`src/rtl/accel_ctl.sv`:
```
// accel_ctl: accelerator mode controller; synchronizes reset/IPL/switches, latches Disable
// once per power-up and commits debounced switch settings only while the 68000 is in reset.
module accel_ctl #(
    parameter int DEB_CYC  = 1024,
    parameter int IPL_HOLD = 16,
    parameter int RES_MIN  = 3
) (
    input  logic       CLK_FSB,
    input  logic       RES,
    input  logic       nRES,
    input  logic       nIPL2,
    input  logic [2:0] SW,
    input  logic       BACT,
    output logic       RESs,
    output logic       RESDone,
    output logic       Disable,
    output logic       Park,
    output logic       CLK20EN,
    output logic       CLK25EN,
    output logic       MotherboardROMEN,
    output logic [2:0] SWd
);
    localparam int RW = $clog2(RES_MIN + 1);
    localparam int IW = $clog2(IPL_HOLD + 1);
    localparam int DW = $clog2(DEB_CYC + 1);
    localparam logic [RW-1:0] RES_MAX = RW'(RES_MIN);
    localparam logic [IW-1:0] IPL_MAX = IW'(IPL_HOLD);
    localparam logic [DW-1:0] DEB_MAX = DW'(DEB_CYC - 1);

    logic          r_res_s1, r_res_s2, r_ipl_s1, r_ipl_s2;
    logic [2:0]    r_sw_s1, r_sw_s2, r_sw_cand, r_swd;
    logic [RW-1:0] r_res_cnt;
    logic [IW-1:0] r_ipl_cnt;
    logic [DW-1:0] r_deb_cnt;
    logic          r_resdone, r_dispend, r_disable;
    logic          w_ipl_cond, w_ipl_full, w_dis_req, w_sw_diff, w_sw_stable, w_commit;

    assign w_ipl_cond  = r_res_s2 & r_ipl_s2 & ~r_resdone;
    assign w_ipl_full  = r_ipl_cnt == IPL_MAX;
    // Disable may follow on the same edge that DisPend is being set
    assign w_dis_req   = r_dispend | w_ipl_full;
    assign w_sw_diff   = r_sw_s2 != r_sw_cand;
    assign w_sw_stable = r_deb_cnt == DEB_MAX;
    assign w_commit    = w_sw_stable & ~w_sw_diff & (r_sw_cand != r_swd) & r_res_s2 & ~BACT;

    always_ff @(posedge CLK_FSB) begin
        if (RES) begin
            r_res_s1  <= 1'b0;
            r_res_s2  <= 1'b0;
            r_ipl_s1  <= 1'b0;
            r_ipl_s2  <= 1'b0;
            r_sw_s1   <= '0;
            r_sw_s2   <= '0;
            r_sw_cand <= '0;
            r_swd     <= '0;
            r_res_cnt <= '0;
            r_ipl_cnt <= '0;
            r_deb_cnt <= '0;
            r_resdone <= 1'b0;
            r_dispend <= 1'b0;
            r_disable <= 1'b0;
        end else begin
            r_res_s1  <= ~nRES;
            r_res_s2  <= r_res_s1;
            r_ipl_s1  <= ~nIPL2;
            r_ipl_s2  <= r_ipl_s1;
            r_sw_s1   <= SW;
            r_sw_s2   <= r_sw_s1;
            r_res_cnt <= !r_res_s2 ? '0 : (r_res_cnt == RES_MAX) ? r_res_cnt : r_res_cnt + 1'b1;
            r_resdone <= r_resdone | (~r_res_s2 & (r_res_cnt == RES_MAX));
            r_ipl_cnt <= !w_ipl_cond ? '0 : w_ipl_full ? r_ipl_cnt : r_ipl_cnt + 1'b1;
            r_dispend <= r_dispend | w_ipl_full;
            r_disable <= r_disable | (w_dis_req & ~BACT);
            r_sw_cand <= r_sw_s2;
            r_deb_cnt <= w_sw_diff ? '0 : w_sw_stable ? r_deb_cnt : r_deb_cnt + 1'b1;
            r_swd     <= w_commit ? r_sw_cand : r_swd;
        end
    end

    assign RESs             = r_res_s2;
    assign RESDone          = r_resdone;
    assign Disable          = r_disable;
    assign Park             = ~r_disable;
    assign SWd              = r_swd;
    assign CLK20EN          = r_swd[0];
    assign CLK25EN          = ~r_swd[0];
    assign MotherboardROMEN = ~r_swd[1];
endmodule

```
`config.mk`:
```
export PLATFORM = sky130hd
export DESIGN_NAME = accel_ctl
export DESIGN_NICKNAME = d
export VERILOG_FILES = /design/src/rtl/accel_ctl.sv
export SDC_FILE = /design/constraint.sdc
export NUM_CORES = 1
export LEC_CHECK = 0
export ABC_AREA = 1
export BUFFER_PORTS_ARGS = -buffer_cell sky130_fd_sc_hd__buf_4
export CAP_MARGIN = 10
export CELL_PAD_IN_SITES_DETAIL_PLACEMENT = 1
export CELL_PAD_IN_SITES_GLOBAL_PLACEMENT = 1
export CORE_MARGIN = 2
export CORE_UTILIZATION = 45
export DETAILED_ROUTE_END_ITERATION = 10
export GPL_ROUTABILITY_DRIVEN = 0
export PLACE_DENSITY_LB_ADDON = 0.1
export SYNTH_ARGS = -nofsm -noshare
export SYNTH_HDL_FRONTEND = slang
export SYNTH_SLANG_ARGS = --single-unit
```
`constraint.sdc`:
```
create_clock -name CLK_FSB -period 2.7 [get_ports CLK_FSB]
set_input_delay 0.27 -clock CLK_FSB [delete_from_list [all_inputs] [get_ports CLK_FSB]]
set_output_delay 0.27 -clock CLK_FSB [all_outputs]
set_load 0.005 [all_outputs]
```
==> summary.txt <==
Run status
  • Status: finished clean

Yosys
  • Mapped cell area: approximately 1600 sq um
  • YS warnings: 0
  • XOR/XNOR share of the synthesized area: about 6.7%
  • Multiplexer area fraction after synthesis: less than 1%
  • Main combinational cell family by area after synthesis: simple AND/OR/NAND/NOR gates
  • Count of different cell masters after synthesis: 24
  • Sequential share of the synthesized area: around 48%
  • Synth Area in Adders: between 3 and 4%
  • Syn Inst Count: approximately 200
  • Area share of and/or/nand/nor cells after synthesis: 25.60%
  • Compound-Gate Fraction of Synth Area: just under 7%
  • Syn Nets: 208
  • Syn_area_per_cell: 7.954 sq um
  • Yosys reg bits: 37

Floorplan
  • Placeable core area: 3337 sq um
  • DIE HEIGHT: approximately 63 microns
  • FP Rows: 21
  • # IOs: 18
  • Die ar.: between 3000 and 4000 sq um
  • Initial Util: a little under half
  • Die W: 62.86 microns

Detailed routing
  • Vias: 1243
  • Drt pass-1 iters: 4
  • DRC violations left: 0
  • Drt via density: between 4 and 5
  • Routed len/inst: approximately 12 microns
  • Routed Antenna Nets: 0
  • Final WL: ~3.1 mm
  • DR iter-0 viols: 25

Pwr
  • Peak supply drop: between 400 and 500 uV
  • Pwr/cell area: around 550 nW/um^2
  • Lkg Pwr: 0.7737 nW
  • Tot Pwr: 1.001 mW

Clocking
  • Post-CTS resize count: 0
  • CTS Buf Count: 5
  • Root buffer cell: clkbuf_4
  • Latest clock arrival within the worst-skew pair: ~0.35 ns
  • # hold bufs at CTS: 0
  • CTS tree: built
  • Post-CTS Setup Bufs: 0
  • Max clock buf depth: 2
  • Sink Count: 37
  • Worst-path clk slew: approximately 0.11 ns
  • Htree depth: 2

Final layout
  • Fin area: about 1800 sq um
  • Layout cells sized above 1: between 10% and 20%
  • # diodes: 0
  • Final Non-Filler Cells: roughly 260
  • Post-layout nets: 229
  • Syn-to-layout area delta: 16.21%

Hold path
  • Worst Hold Launch: nRES
  • Hold WC Path Type: input port to flop

Worst setup path
  • RR Startpoint: r_deb_cnt[0]$_SDFFE_PP0P_
  • CP Class: flop to flop
  • Crit path from: r_deb_cnt[0]$_SDFFE_PP0P_
  • Worst EP arrival: approximately 1.8 ns
  • Worst path required time: between 2 and 3 ns
  • CP Capture Type: flop
  • Startpoint types: flop
  • CP max FO: 8

Timing
  • Rel. slew slack: 83.08%
  • Worst Setup Slack, final: around 1.2 ns
  • Final Max Tran Viols: 0
  • RSZ-0062 raised after global routing: false
  • Final Hold Fails: 0
  • Fraction of the cycle the final worst path needs: a little under three fifths
  • FMAX: between 0.6 and 0.7 GHz
  • Clock skew: between 0.006 and 0.007 ns
  • Total negative slack: 0 ns
  • Setup-failing EPs final: 0
  • Slew @ Worst Pin: approximately 0.25 ns
  • Min cycle time layout: between 1.5 and 2 ns

Place
  • IO buf count: 17
  • Post-Place Setup Slack: roughly 1.2 ns
  • Post-Place Cells: roughly 260
  • Placed cell area: approximately 1700 sq um
  • HPWL after DPL: 2.397 mm

Global routing
  • Total GRT Usage: between 15 and 20%
  • Initial antenna violation count: 0
  • Largest net degree at the start of global routing: 18
  • Vias in the first global route: roughly 1300
  • GR Overflow Total: 0
  • First-pass GRT wire length: 5.644 mm

Run
  • Maxcap violations: 0
worst max-delay path, cell delays in order, from the launching register on:
cell	delay, ns
dfxtp_1	0.41
ha_1	0.22
nand2_2	0.08
nor2_4	0.13
nand3_4	0.15
nor2_1	0.22
nand4_1	0.12
nand2_1	0.08
nor2_1	0.04
path summary, 6_finish.rpt:
kind / endpoint / slack (ns) / depth (start not counted)
setup / recovery: SWd[1]$_SDFFE_PP0P_ / 1.16 / 8
hold / removal: r_res_s1$_SDFF_PP0_ / 0.06 / 2
setup reg to reg: SWd[1]$_SDFFE_PP0P_ / 1.16 / 8
hold reg to reg: r_ipl_s2$_SDFF_PP0_ / 0.41 / 2
flip-flops by register name, indices dropped and copies added (netlist names), 2 cells and up:
| register | count |
|---|---|
| r_ipl_cnt | 5 |
| r_sw_cand | 3 |
| SWd | 3 |
| r_sw_s1 | 3 |
| r_res_cnt | 2 |
| r_sw_s2 | 3 |
| r_deb_cnt | 11 |
final cells by class:
type / count / area, sq um
fill: 437 / 1525
tap: 46 / 57.56
clock inverter: 3 / 46.29
sequential: 37 / 740.7
clock buffer: 5 / 37.54
inverter: 34 / 132.6
timing repair buffer: 17 / 127.6
multi-input combinational: 122 / 669.4
kinds of logic (layout without fill, tap and decap cells):
kind of cell | Yosys count | after routing
adders and majority gates | 4 | 4
buffers and inverters | 37 | 59
DFF | 37 | 37
xor gates and xnor gates | 12 | 12
muxes | 1 | 1
AOI/OAI and AO/OA | 21 | 21
and+or+nand+nor | 84 | 84
cells in the mapped netlist:
cell type / count / area share [%]
a21oi_1: 13 / 4.2
buf_2: 1 / 0.32
buf_4: 1 / 0.48
clkbuf_1: 1 / 0.24
clkinv_4: 1 / 0.56
dfxtp_1: 37 / 48
ha_1: 4 / 3.2
inv_1: 32 / 7.7
inv_2: 1 / 0.24
mux2i_1: 1 / 0.64
nand2_1: 29 / 7.0
nand2_2: 4 / 1.6
nand2_4: 1 / 0.72
nand3_1: 5 / 1.6
nand3_4: 1 / 1.1
nand4_1: 4 / 1.6
nor2_1: 31 / 7.5
nor2_2: 2 / 0.80
nor2_4: 3 / 2.2
nor3_1: 1 / 0.32
o21ai_0: 8 / 2.6
or2_2: 3 / 1.2
xnor2_1: 8 / 4.5
xor2_1: 4 / 2.2
report_power, final:
group          internal, mW  total [mW]  switching [mW]
logic                0.0195      0.0484          0.0289
registers             0.557       0.565         0.00785
clock network         0.196       0.388           0.192
layer usage:
| metal | vias to the layer above | GRT usage [%] | wire length, microns |
|---|---|---|---|
| met5 | - | 0 | 0 |
| met4 | 0 | 8.333 | 48 |
| met3 | 6 | 6.847 | 127 |
| met2 | 19 | 31.65 | 1557 |
| met1 | 579 | 20.43 | 1400 |
| li1 | 639 | - | - |
cell usage in the layout (no fill, tap or decap):
master and n:
a21oi_1 13, nand2_2 4, nor2_1 31, xnor2_1 8, dfxtp_1 37, nand3_4 1
clkinvlp_4 1, nand4_1 4, nor3_1 1, nand3_1 5, or2_2 3, inv_2 1
nand2_4 1, ha_1 4, buf_4 17, nand2_1 29, bufinv_16 1, clkinv_4 2
o21ai_0 8, mux2i_1 1, nor2_4 3, clkbuf_4 5, xor2_1 4, inv_1 32
nor2_2 2
per-stage QoR:
step	hold WS, ns	utilization [%]
floorplan	0.3424	-
global placement	0.3918	51.78
detailed placement	0.3956	51.78
CTS	0.02929	54.29
global route	0.02326	54.29
finish	0.05655	54.29
Power figures use the tool's default switching activity.
